## src/rtl/lbm_pkg.sv

```systemverilog
// Shared definitions for the D2Q9 BGK collision stage: direction indices,
// lattice velocity tables, Q0.10 equilibrium weights and small helpers.
package lbm_pkg;

  localparam int NDIR = 9;

  // Direction indices: rest, then counter-clockwise starting at east.
  localparam int DIR_REST = 0;
  localparam int DIR_E    = 1;
  localparam int DIR_NE   = 2;
  localparam int DIR_N    = 3;
  localparam int DIR_NW   = 4;
  localparam int DIR_W    = 5;
  localparam int DIR_SW   = 6;
  localparam int DIR_S    = 7;
  localparam int DIR_SE   = 8;

  // Lattice velocity components per direction.
  localparam logic signed [1:0] C_X [NDIR] = '{2'sd0, 2'sd1, 2'sd1, 2'sd0, -2'sd1,
                                               -2'sd1, -2'sd1, 2'sd0, 2'sd1};
  localparam logic signed [1:0] C_Y [NDIR] = '{2'sd0, 2'sd0, 2'sd1, 2'sd1, 2'sd1,
                                               2'sd0, -2'sd1, -2'sd1, -2'sd1};

  // Equilibrium weights in Q0.10 (4/9, 1/9, 1/36).
  localparam int WEIGHT_FRAC = 10;
  localparam logic signed [11:0] W0    = 12'sd455;
  localparam logic signed [11:0] WAXIS = 12'sd114;
  localparam logic signed [11:0] WDIAG = 12'sd28;

  // Pipeline depth of the per-cell datapath.
  localparam int PIPE_LATENCY = 3;

  typedef enum logic [2:0] {
    ST_IDLE    = 3'd0,
    ST_READ    = 3'd1,
    ST_WAIT    = 3'd2,
    ST_COMPUTE = 3'd3,
    ST_WRITE   = 3'd4
  } state_t;

  // Opposite direction: rest maps to itself, others rotate by half a turn.
  function automatic int unsigned opposite(input int unsigned i);
    if (i == 0) begin
      return 0;
    end else begin
      return ((i + 3) % 8) + 1;
    end
  endfunction

  // Weight for direction i: rest, axis (odd) or diagonal (even).
  function automatic logic signed [11:0] weight(input int i);
    if (i == DIR_REST) begin
      return W0;
    end else if ((i % 2) == 1) begin
      return WAXIS;
    end else begin
      return WDIAG;
    end
  endfunction

  // Saturate a signed value into the unsigned 8-bit distribution range.
  function automatic logic [7:0] clamp_u8(input logic signed [26:0] x);
    if (x < 27'sd0) begin
      return 8'd0;
    end else if (x > 27'sd255) begin
      return 8'd255;
    end else begin
      return x[7:0];
    end
  endfunction

endpackage

```

## src/rtl/collide_cell.sv

```systemverilog
// Three-stage BGK collision datapath for one D2Q9 cell:
// moments -> weighted equilibrium products -> shift/clamp/relax.
module collide_cell
  import lbm_pkg::*;
#(
  parameter int TAU_SHIFT = 1
) (
  input  logic            clk,
  input  logic            rst,
  input  logic            valid_in,
  input  logic [8:0][7:0] f_in,
  output logic            valid_out,
  output logic [8:0][7:0] f_out
);

  function automatic logic signed [10:0] ext11(input logic [7:0] f);
    return $signed({3'b000, f});
  endfunction

  logic [11:0]         rho_s;
  logic signed [10:0]  jx_s;
  logic signed [10:0]  jy_s;
  logic [11:0]         rho_r;
  logic signed [10:0]  jx_r;
  logic signed [10:0]  jy_r;
  logic [8:0][7:0]     f1_r;
  logic                v1_r;

  logic signed [11:0]  cj_s   [NDIR];
  logic signed [14:0]  s_s    [NDIR];
  logic signed [26:0]  prod_s [NDIR];
  logic signed [26:0]  prod_r [NDIR];
  logic [8:0][7:0]     f2_r;
  logic                v2_r;

  logic [7:0]          feq_s  [NDIR];
  logic signed [9:0]   diff_s [NDIR];
  logic signed [9:0]   nf_s   [NDIR];
  logic [8:0][7:0]     fnew_s;

  // Stage 1 combinational: density and momentum.
  always_comb begin
    rho_s = 12'd0;
    for (int i = 0; i < NDIR; i++) begin
      rho_s = rho_s + {4'd0, f_in[i]};
    end
    jx_s = ext11(f_in[DIR_E]) + ext11(f_in[DIR_NE]) + ext11(f_in[DIR_SE])
         - ext11(f_in[DIR_NW]) - ext11(f_in[DIR_W]) - ext11(f_in[DIR_SW]);
    jy_s = ext11(f_in[DIR_NE]) + ext11(f_in[DIR_N]) + ext11(f_in[DIR_NW])
         - ext11(f_in[DIR_SW]) - ext11(f_in[DIR_S]) - ext11(f_in[DIR_SE]);
  end

  // Stage 1 register: moments plus the raw distributions for later relaxing.
  always_ff @(posedge clk or posedge rst) begin
    if (rst) begin
      rho_r <= 12'd0;
      jx_r  <= 11'sd0;
      jy_r  <= 11'sd0;
      f1_r  <= '0;
      v1_r  <= 1'b0;
    end else begin
      rho_r <= rho_s;
      jx_r  <= jx_s;
      jy_r  <= jy_s;
      f1_r  <= f_in;
      v1_r  <= valid_in;
    end
  end

  // Stage 2 combinational: c_i.j, s_i = rho + 3*c_i.j, and W_i*s_i.
  always_comb begin
    for (int i = 0; i < NDIR; i++) begin
      cj_s[i] = 12'sd0;
      if (C_X[i] == 2'sd1) begin
        cj_s[i] = cj_s[i] + 12'(jx_r);
      end else if (C_X[i] == -2'sd1) begin
        cj_s[i] = cj_s[i] - 12'(jx_r);
      end else begin
        cj_s[i] = cj_s[i];
      end
      if (C_Y[i] == 2'sd1) begin
        cj_s[i] = cj_s[i] + 12'(jy_r);
      end else if (C_Y[i] == -2'sd1) begin
        cj_s[i] = cj_s[i] - 12'(jy_r);
      end else begin
        cj_s[i] = cj_s[i];
      end
      s_s[i]    = $signed({3'b000, rho_r}) + 15'(cj_s[i]) + (15'(cj_s[i]) <<< 1);
      prod_s[i] = 27'(weight(i)) * 27'(s_s[i]);
    end
  end

  // Stage 2 register: equilibrium products.
  always_ff @(posedge clk or posedge rst) begin
    if (rst) begin
      for (int i = 0; i < NDIR; i++) begin
        prod_r[i] <= 27'sd0;
      end
      f2_r <= '0;
      v2_r <= 1'b0;
    end else begin
      for (int i = 0; i < NDIR; i++) begin
        prod_r[i] <= prod_s[i];
      end
      f2_r <= f1_r;
      v2_r <= v1_r;
    end
  end

  // Stage 3 combinational: floor shift, clamp feq, relax toward it, clamp.
  always_comb begin
    fnew_s = '0;
    for (int i = 0; i < NDIR; i++) begin
      feq_s[i]  = clamp_u8(prod_r[i] >>> WEIGHT_FRAC);
      diff_s[i] = $signed({2'b00, feq_s[i]}) - $signed({2'b00, f2_r[i]});
      nf_s[i]   = $signed({2'b00, f2_r[i]}) + (diff_s[i] >>> TAU_SHIFT);
      fnew_s[i] = clamp_u8(27'(nf_s[i]));
    end
  end

  // Stage 3 register: post-collision distributions.
  always_ff @(posedge clk or posedge rst) begin
    if (rst) begin
      f_out     <= '0;
      valid_out <= 1'b0;
    end else begin
      f_out     <= fnew_s;
      valid_out <= v2_r;
    end
  end

endmodule

```

## src/rtl/collision.sv

```systemverilog
// D2Q9 BGK collision pass: walks every cell address, reads the nine banks,
// relaxes the cell through collide_cell and writes the result in place.
module collision
  import lbm_pkg::*;
#(
  parameter int HPIXELS    = 64,
  parameter int VPIXELS    = 48,
  parameter int RW_LATENCY = 3,
  parameter int TAU_SHIFT  = 1,
  parameter int BRAM_SIZE  = $clog2(HPIXELS * VPIXELS)
) (
  input  logic                      clk_in,
  input  logic                      rst_in,
  input  logic                      start_in,
  input  logic [8:0][7:0]           data_in,
  output logic [8:0][7:0]           data_out,
  output logic [8:0][BRAM_SIZE-1:0] addr_out,
  output logic                      valid_data_out,
  output logic                      done
);

  localparam logic [BRAM_SIZE-1:0] LAST_CELL = BRAM_SIZE'(HPIXELS * VPIXELS - 1);
  localparam logic [BRAM_SIZE-1:0] ONE_CELL  = BRAM_SIZE'(1);
  localparam logic [7:0]           WAIT_LAST = 8'(RW_LATENCY - 1);
  localparam logic [7:0]           PIPE_LAST = 8'(PIPE_LATENCY - 1);

  state_t                state_r;
  state_t                state_nxt;
  logic [7:0]            cnt_r;
  logic [BRAM_SIZE-1:0]  cell_r;
  logic [BRAM_SIZE-1:0]  addr_r;
  logic                  capture_s;
  logic                  cell_valid;
  logic [8:0][7:0]       cell_fout;

  // Bank data is sampled on the last wait cycle.
  assign capture_s = (state_r == ST_WAIT) && (cnt_r == WAIT_LAST);

  // All nine bank lanes carry the same cell address.
  assign addr_out = {9{addr_r}};

  collide_cell #(
    .TAU_SHIFT (TAU_SHIFT)
  ) u_collide_cell (
    .clk       (clk_in),
    .rst       (rst_in),
    .valid_in  (capture_s),
    .f_in      (data_in),
    .valid_out (cell_valid),
    .f_out     (cell_fout)
  );

  // Next-state logic of the cell sequencer.
  always_comb begin
    state_nxt = state_r;
    case (state_r)
      ST_IDLE: begin
        if (start_in) begin
          state_nxt = ST_READ;
        end else begin
          state_nxt = ST_IDLE;
        end
      end
      ST_READ: begin
        state_nxt = ST_WAIT;
      end
      ST_WAIT: begin
        if (cnt_r == WAIT_LAST) begin
          state_nxt = ST_COMPUTE;
        end else begin
          state_nxt = ST_WAIT;
        end
      end
      ST_COMPUTE: begin
        if (cnt_r == PIPE_LAST) begin
          state_nxt = ST_WRITE;
        end else begin
          state_nxt = ST_COMPUTE;
        end
      end
      ST_WRITE: begin
        if (cell_r == LAST_CELL) begin
          state_nxt = ST_IDLE;
        end else begin
          state_nxt = ST_READ;
        end
      end
      default: begin
        state_nxt = ST_IDLE;
      end
    endcase
  end

  // State register and per-state cycle counter.
  always_ff @(posedge clk_in or posedge rst_in) begin
    if (rst_in) begin
      state_r <= ST_IDLE;
      cnt_r   <= 8'd0;
    end else begin
      state_r <= state_nxt;
      if (state_nxt != state_r) begin
        cnt_r <= 8'd0;
      end else begin
        cnt_r <= cnt_r + 8'd1;
      end
    end
  end

  // Cell counter: cleared on start and after the last cell, advanced per write.
  always_ff @(posedge clk_in or posedge rst_in) begin
    if (rst_in) begin
      cell_r <= '0;
    end else if ((state_r == ST_IDLE) && start_in) begin
      cell_r <= '0;
    end else if (state_r == ST_WRITE) begin
      if (cell_r == LAST_CELL) begin
        cell_r <= '0;
      end else begin
        cell_r <= cell_r + ONE_CELL;
      end
    end else begin
      cell_r <= cell_r;
    end
  end

  // Registered bank-side outputs: address, write data, write strobe, done.
  always_ff @(posedge clk_in or posedge rst_in) begin
    if (rst_in) begin
      addr_r         <= '0;
      data_out       <= '0;
      valid_data_out <= 1'b0;
      done           <= 1'b0;
    end else begin
      if (state_r == ST_READ) begin
        addr_r <= cell_r;
      end else begin
        addr_r <= addr_r;
      end
      if ((state_nxt == ST_WRITE) && cell_valid) begin
        data_out <= cell_fout;
      end else begin
        data_out <= data_out;
      end
      valid_data_out <= (state_nxt == ST_WRITE) && cell_valid;
      done           <= (state_r == ST_WRITE) && (cell_r == LAST_CELL);
    end
  end

endmodule

```

## config.mk

```make
export PLATFORM = sky130hd
export DESIGN_NAME = collision
export DESIGN_NICKNAME = d
export VERILOG_FILES = /design/src/rtl/lbm_pkg.sv /design/src/rtl/collide_cell.sv /design/src/rtl/collision.sv
export SDC_FILE = /design/constraint.sdc
export NUM_CORES = 2
export LEC_CHECK = 0
export ABC_AREA = 0
export CORE_UTILIZATION = 49
export DETAILED_ROUTE_END_ITERATION = 16
export DONT_BUFFER_PORTS = 1
export MAX_ROUTING_LAYER = met4
export PLACE_DENSITY_LB_ADDON = 0.08
export SKIP_LAST_GASP = 1
export SLEW_MARGIN = 10
export SYNTH_ARGS = -nofsm -noshare
export SYNTH_HDL_FRONTEND = slang
export SYNTH_SLANG_ARGS = --single-unit
```

## constraint.sdc

```tcl
create_clock -name clk_in -period 34.2 [get_ports clk_in]
set_clock_uncertainty 0.15 [all_clocks]
set_input_delay 8.55 -clock clk_in [delete_from_list [all_inputs] [get_ports clk_in]]
set_output_delay 8.55 -clock clk_in [all_outputs]
set_load 0.01 [all_outputs]
```

==> qor_table.md <==
| Group | Item | Value |
|---|---|---|
| clocking | Clock buffer depth | 3 |
| worst setup path | Reg-to-reg startpoint | u_collide_cell.jx_r[1]$_DFF_PP0_ |
| grt | Antenna violations before repair | 2 |
| worst setup path | Highest net fanout along the worst path | 3 |
| detailed routing | Vias | 30314 |
| floorplan | Top-Level Pins | 257 |
| clocking | Count of hold-fix buffers inserted at cts | 0 |
| placement | Port Buf Inserts | 0 |
| detailed routing | Number of iterations in the first detailed-routing pass | 7 |
| yosys | Warnings, synthesis | 0 |
| worst setup path | Critical path data arrival time | 13.36 ns |
| floorplan | Height of the chip | 308 µm |
| cells and area | Fraction of layout instances using a drive strength above 1 | 3.83% |
| timing | Worst Tran Pin Value | 1.03 ns |
| detailed routing | Ratio of routed vias to standard cells | 5.01 |
| yosys | Flip-flop and latch count after synthesis | 469 |
| grt | Via count of the first global-routing pass | 30632 |
| detailed routing | Iteration-0 DRC count of the detailed router | 1186 |
| yosys | Adder and majority cell fraction of the synthesized area | 35.9% |
| worst hold path | Class of the tightest hold or removal check | reg -> reg |
| yosys | Yosys cell types | 87 |
| clocking | CTS clock-pin slew for the worst setup and hold paths | 0.06 ns |
| timing | Final Hold Viols | 0 |
| flow run | Max_cap viols | 0 |
| yosys | Combinational family with the most area after synthesis | adder cells |
| yosys | Proportion of synthesized flip-flops having asynchronous set or reset | 100% |
| timing | Setup repair after global routing missed its margin | false |
| cells and area | Commonest non-fill, non-tap cells in the layout | sky130_fd_sc_hd__inv_1 (938), sky130_fd_sc_hd__ha_1 (720), sky130_fd_sc_hd__dfrtp_1 (469) |
| worst setup path | Critical Path RT | 34.55 ns |
| floorplan | Floorplan die width | 308 µm |
| detailed routing | Post-DR wirelength/cell | 17.6 µm |
| worst hold path | Hold Crit Depth | 0 |
| cells and area | Post-synthesis to final-layout area growth | 5.87% |
| timing | Fin. max-slew vios | 0 |
| detailed routing | Drt total wl | 106 mm |
| yosys | Simple logic cell fraction of the synthesized area | 9.74% |
| worst setup path | Startpoint kind of the worst setup timing path | input port |
| clocking | Total clock sinks | 469 |
| yosys | Main synth FF type | sky130_fd_sc_hd__dfrtp_1 |
| placement | DP Wirelength | 88.6 mm |
| worst hold path | Hold EP | u_collide_cell.f2_r[62]$_DFF_PP0_ |
| grt | Final global-route overflow total | 0 |
| worst setup path | Slack of the worst reg-to-reg path | 25.92 ns |
| timing | Sum of negative setup slack | 0 ns |
| worst hold path | Worst min-delay path startpoint | u_collide_cell.f1_r[62]$_DFF_PP0_ |
| yosys | Proportion of synthesized chip area in sequential cells | 25.6% |
| floorplan | Core region area | 0.0921 mm² |
| floorplan | Number of rows in the core area | 111 |
| timing | Number of endpoints failing setup at the final stage | 0 |
| clocking | Number of setup buffers added after CTS | 0 |
| yosys | EDFF count, synth | 0 |
| yosys | Fraction of the mapped netlist area in compound gates | 11.1% |
| detailed routing | Detail Route Antenna Nets | 0 |
| timing | Relative slew margins | 31.2% |
| yosys | Xor and xnor fraction of the mapped netlist area | 7.48% |
| floorplan | Starting Density | 49.7% |
| cells and area | Most frequent standard cell in the layout excluding fill and tap cells | sky130_fd_sc_hd__inv_1 |
| placement | Final GP Congestion | 0.911 |
| grt | Wire length of the first global-routing pass | 171 mm |
| grt | Largest net degree at the start of global routing | 133 |
| timing | Post-route clock period utilization | 38.0% |
| clocking | CTS tree | built |
| worst setup path | Type of the worst setup path | in -> reg |
| yosys | Share of cell area taken by muxes after synthesis | 0.361% |
| yosys | Synthesized Nets | 5993 |
| timing | Final critical-path required period | 13.00 ns |
| clocking | Clock insertion delay at the later pin of the skew report | 0.62 ns |
| floorplan | Die area | 0.0947 mm² |
| clocking | Library cell used as clock root buffer | sky130_fd_sc_hd__clkbuf_16 |
| clocking | H-tree lvl count | 2 |
| cells and area | Number of fillers in the final layout | 8524 |
| clocking | Clock buffers created by TritonCTS | 53 |
| yosys | Mean Syn Cell Area | 9.49 µm² |
| worst setup path | Crit path capture type | register |
| grt | GRT Resource Usage Total | 23.9% |
| yosys | Post-synthesis instance area | 0.0458 mm² |
| clocking | Post-CTS resize count | 0 |
| cells and area | Layout net count | 5929 |
| outcome | Result of the run | complete, no violations |
| worst setup path | R2r worst-path depth | 30 |
| worst setup path | Capture instance of the worst register-to-register path | u_collide_cell.prod_r[74]$_DFF_PP0_ |
| timing | Highest clock frequency the design can meet | 76.9 MHz |
| yosys | Gate count after technology mapping | 4826 |
| detailed routing | Post-route DRC violation count | 0 |
==> worst max path at each step <==
stage / start / end / slack [ns]
after global placement: data_in[0] / u_collide_cell.rho_r[11]$_DFF_PP0_ / 20.67
after CTS: data_in[0] / u_collide_cell.rho_r[11]$_DFF_PP0_ / 21.24
final: data_in[0] / u_collide_cell.rho_r[11]$_DFF_PP0_ / 21.20
after detailed placement: data_in[0] / u_collide_cell.rho_r[11]$_DFF_PP0_ / 20.63
after global routing: data_in[0] / u_collide_cell.rho_r[10]$_DFF_PP0_ / 21.00
after floorplan: rst_in / addr_r[0]$_DFFE_PP0P_ / 12.42
==> sequential cells by signal, indices dropped and copies added, names as in the netlist <==
signal / cells
addr_r: 12
cell_r: 12
cnt_r: 8
data_out: 72
done: 1
state_r: 3
u_collide_cell.f1_r: 72
u_collide_cell.f2_r: 72
u_collide_cell.f_out: 72
u_collide_cell.jx_r: 11
u_collide_cell.jy_r: 11
u_collide_cell.prod_r: 107
u_collide_cell.rho_r: 12
u_collide_cell.v1_r: 1
u_collide_cell.v2_r: 1
u_collide_cell.valid_out: 1
valid_data_out: 1
==> layout make-up <==
| cell class | instances | area (µm²) | area share [%] |
|---|---|---|---|
| antenna | 3 | 7.51 | 0.0155 |
| multi-input combinational | 3274 | 29600 | 61.1 |
| inverter | 942 | 3540 | 7.31 |
| sequential | 469 | 11700 | 24.2 |
| tap | 1243 | 1560 | 3.21 |
| clock buffer | 69 | 1490 | 3.07 |
| timing repair buffer | 22 | 165 | 0.341 |
| clock inverter | 26 | 363 | 0.749 |
==> layer usage <==
metal | vias to the layer above | track usage, % | wire length, µm
met4 | 0 | 4.47 | 1630
met5 | - | - | 0
met2 | 422 | 37.1 | 47500
met1 | 14499 | 34.0 | 53400
li1 | 15300 | - | -
met3 | 93 | 2.40 | 3600
==> worst max-delay path: stages <==
cell and delay [ns]:
sky130_fd_sc_hd__ha_1 0.21, sky130_fd_sc_hd__fa_1 0.41, sky130_fd_sc_hd__a21oi_1 0.14, sky130_fd_sc_hd__nor2_1 0.05, sky130_fd_sc_hd__nor2_1 0.16, sky130_fd_sc_hd__o21bai_1 0.09, sky130_fd_sc_hd__a21oi_1 0.23, sky130_fd_sc_hd__xor2_1 0.21
sky130_fd_sc_hd__fa_1 0.46, sky130_fd_sc_hd__fa_1 0.54, sky130_fd_sc_hd__fa_1 0.54, sky130_fd_sc_hd__fa_1 0.56, sky130_fd_sc_hd__inv_1 0.04, sky130_fd_sc_hd__ha_1 0.32, sky130_fd_sc_hd__a21oi_1 0.23, sky130_fd_sc_hd__o21bai_1 0.09
sky130_fd_sc_hd__a21oi_1 0.25, sky130_fd_sc_hd__nor2b_1 0.09, sky130_fd_sc_hd__o21a_1 0.17
==> through the flow <==
step                instance area, µm²  setup WS (ns)  std cells  hold slack [ns]  utilization, %
floorplan                        45800          12.42       4826            0.181               -
global placement                 46600          20.67       5950            0.181            50.6
detailed placement               46600          20.63       5950            0.185            50.6
CTS                              48500          21.24       6045            0.190            52.6
global route                     48500          21.00       6047            0.198            52.6
finish                           48500          21.20       6048            0.191            52.6
==> kinds of logic (layout without fill, tap and decap cells) <==
| logic type | Yosys count | after routing |
|---|---|---|
| fa+ha+maj | 1092 | 1092 |
| buf+inv | 1083 | 1059 |
| simple gates | 989 | 989 |
| compound gates | 793 | 793 |
| flops | 469 | 469 |
| xor+xnor | 385 | 385 |
| mux | 15 | 15 |
| other cells | 0 | 3 |
==> cell usage after synthesis, drive strengths merged (8+ instances only) <==
master	count	area share, %
and3	21	0.30
nor2b	66	0.91
o21ai	150	1.7
xnor2	243	4.7
xor2	142	2.7
o21bai	49	0.80
o211ai	13	0.22
o21a	63	1.0
or3	15	0.20
nand2	310	2.5
and2	15	0.20
fa	372	16
nand4	13	0.18
nor3	63	0.69
nand2b	54	0.74
nor2	341	2.8
a21oi	280	3.1
clkbuf	32	0.26
ha	720	20
o41ai	8	0.26
or2	26	0.36
a21boi	22	0.36
a31oi	14	0.20
nand3	45	0.50
mux2	12	0.30
o31a	8	0.15
inv	940	7.7
a21o	100	1.6
nor4	8	0.11
a211oi	15	0.27
dfrtp	469	26
buf	109	1.7
Power is left out: the tool's default activity adds up to more than one toggle a clock period on the data nets, which glitch-free logic cannot reach.
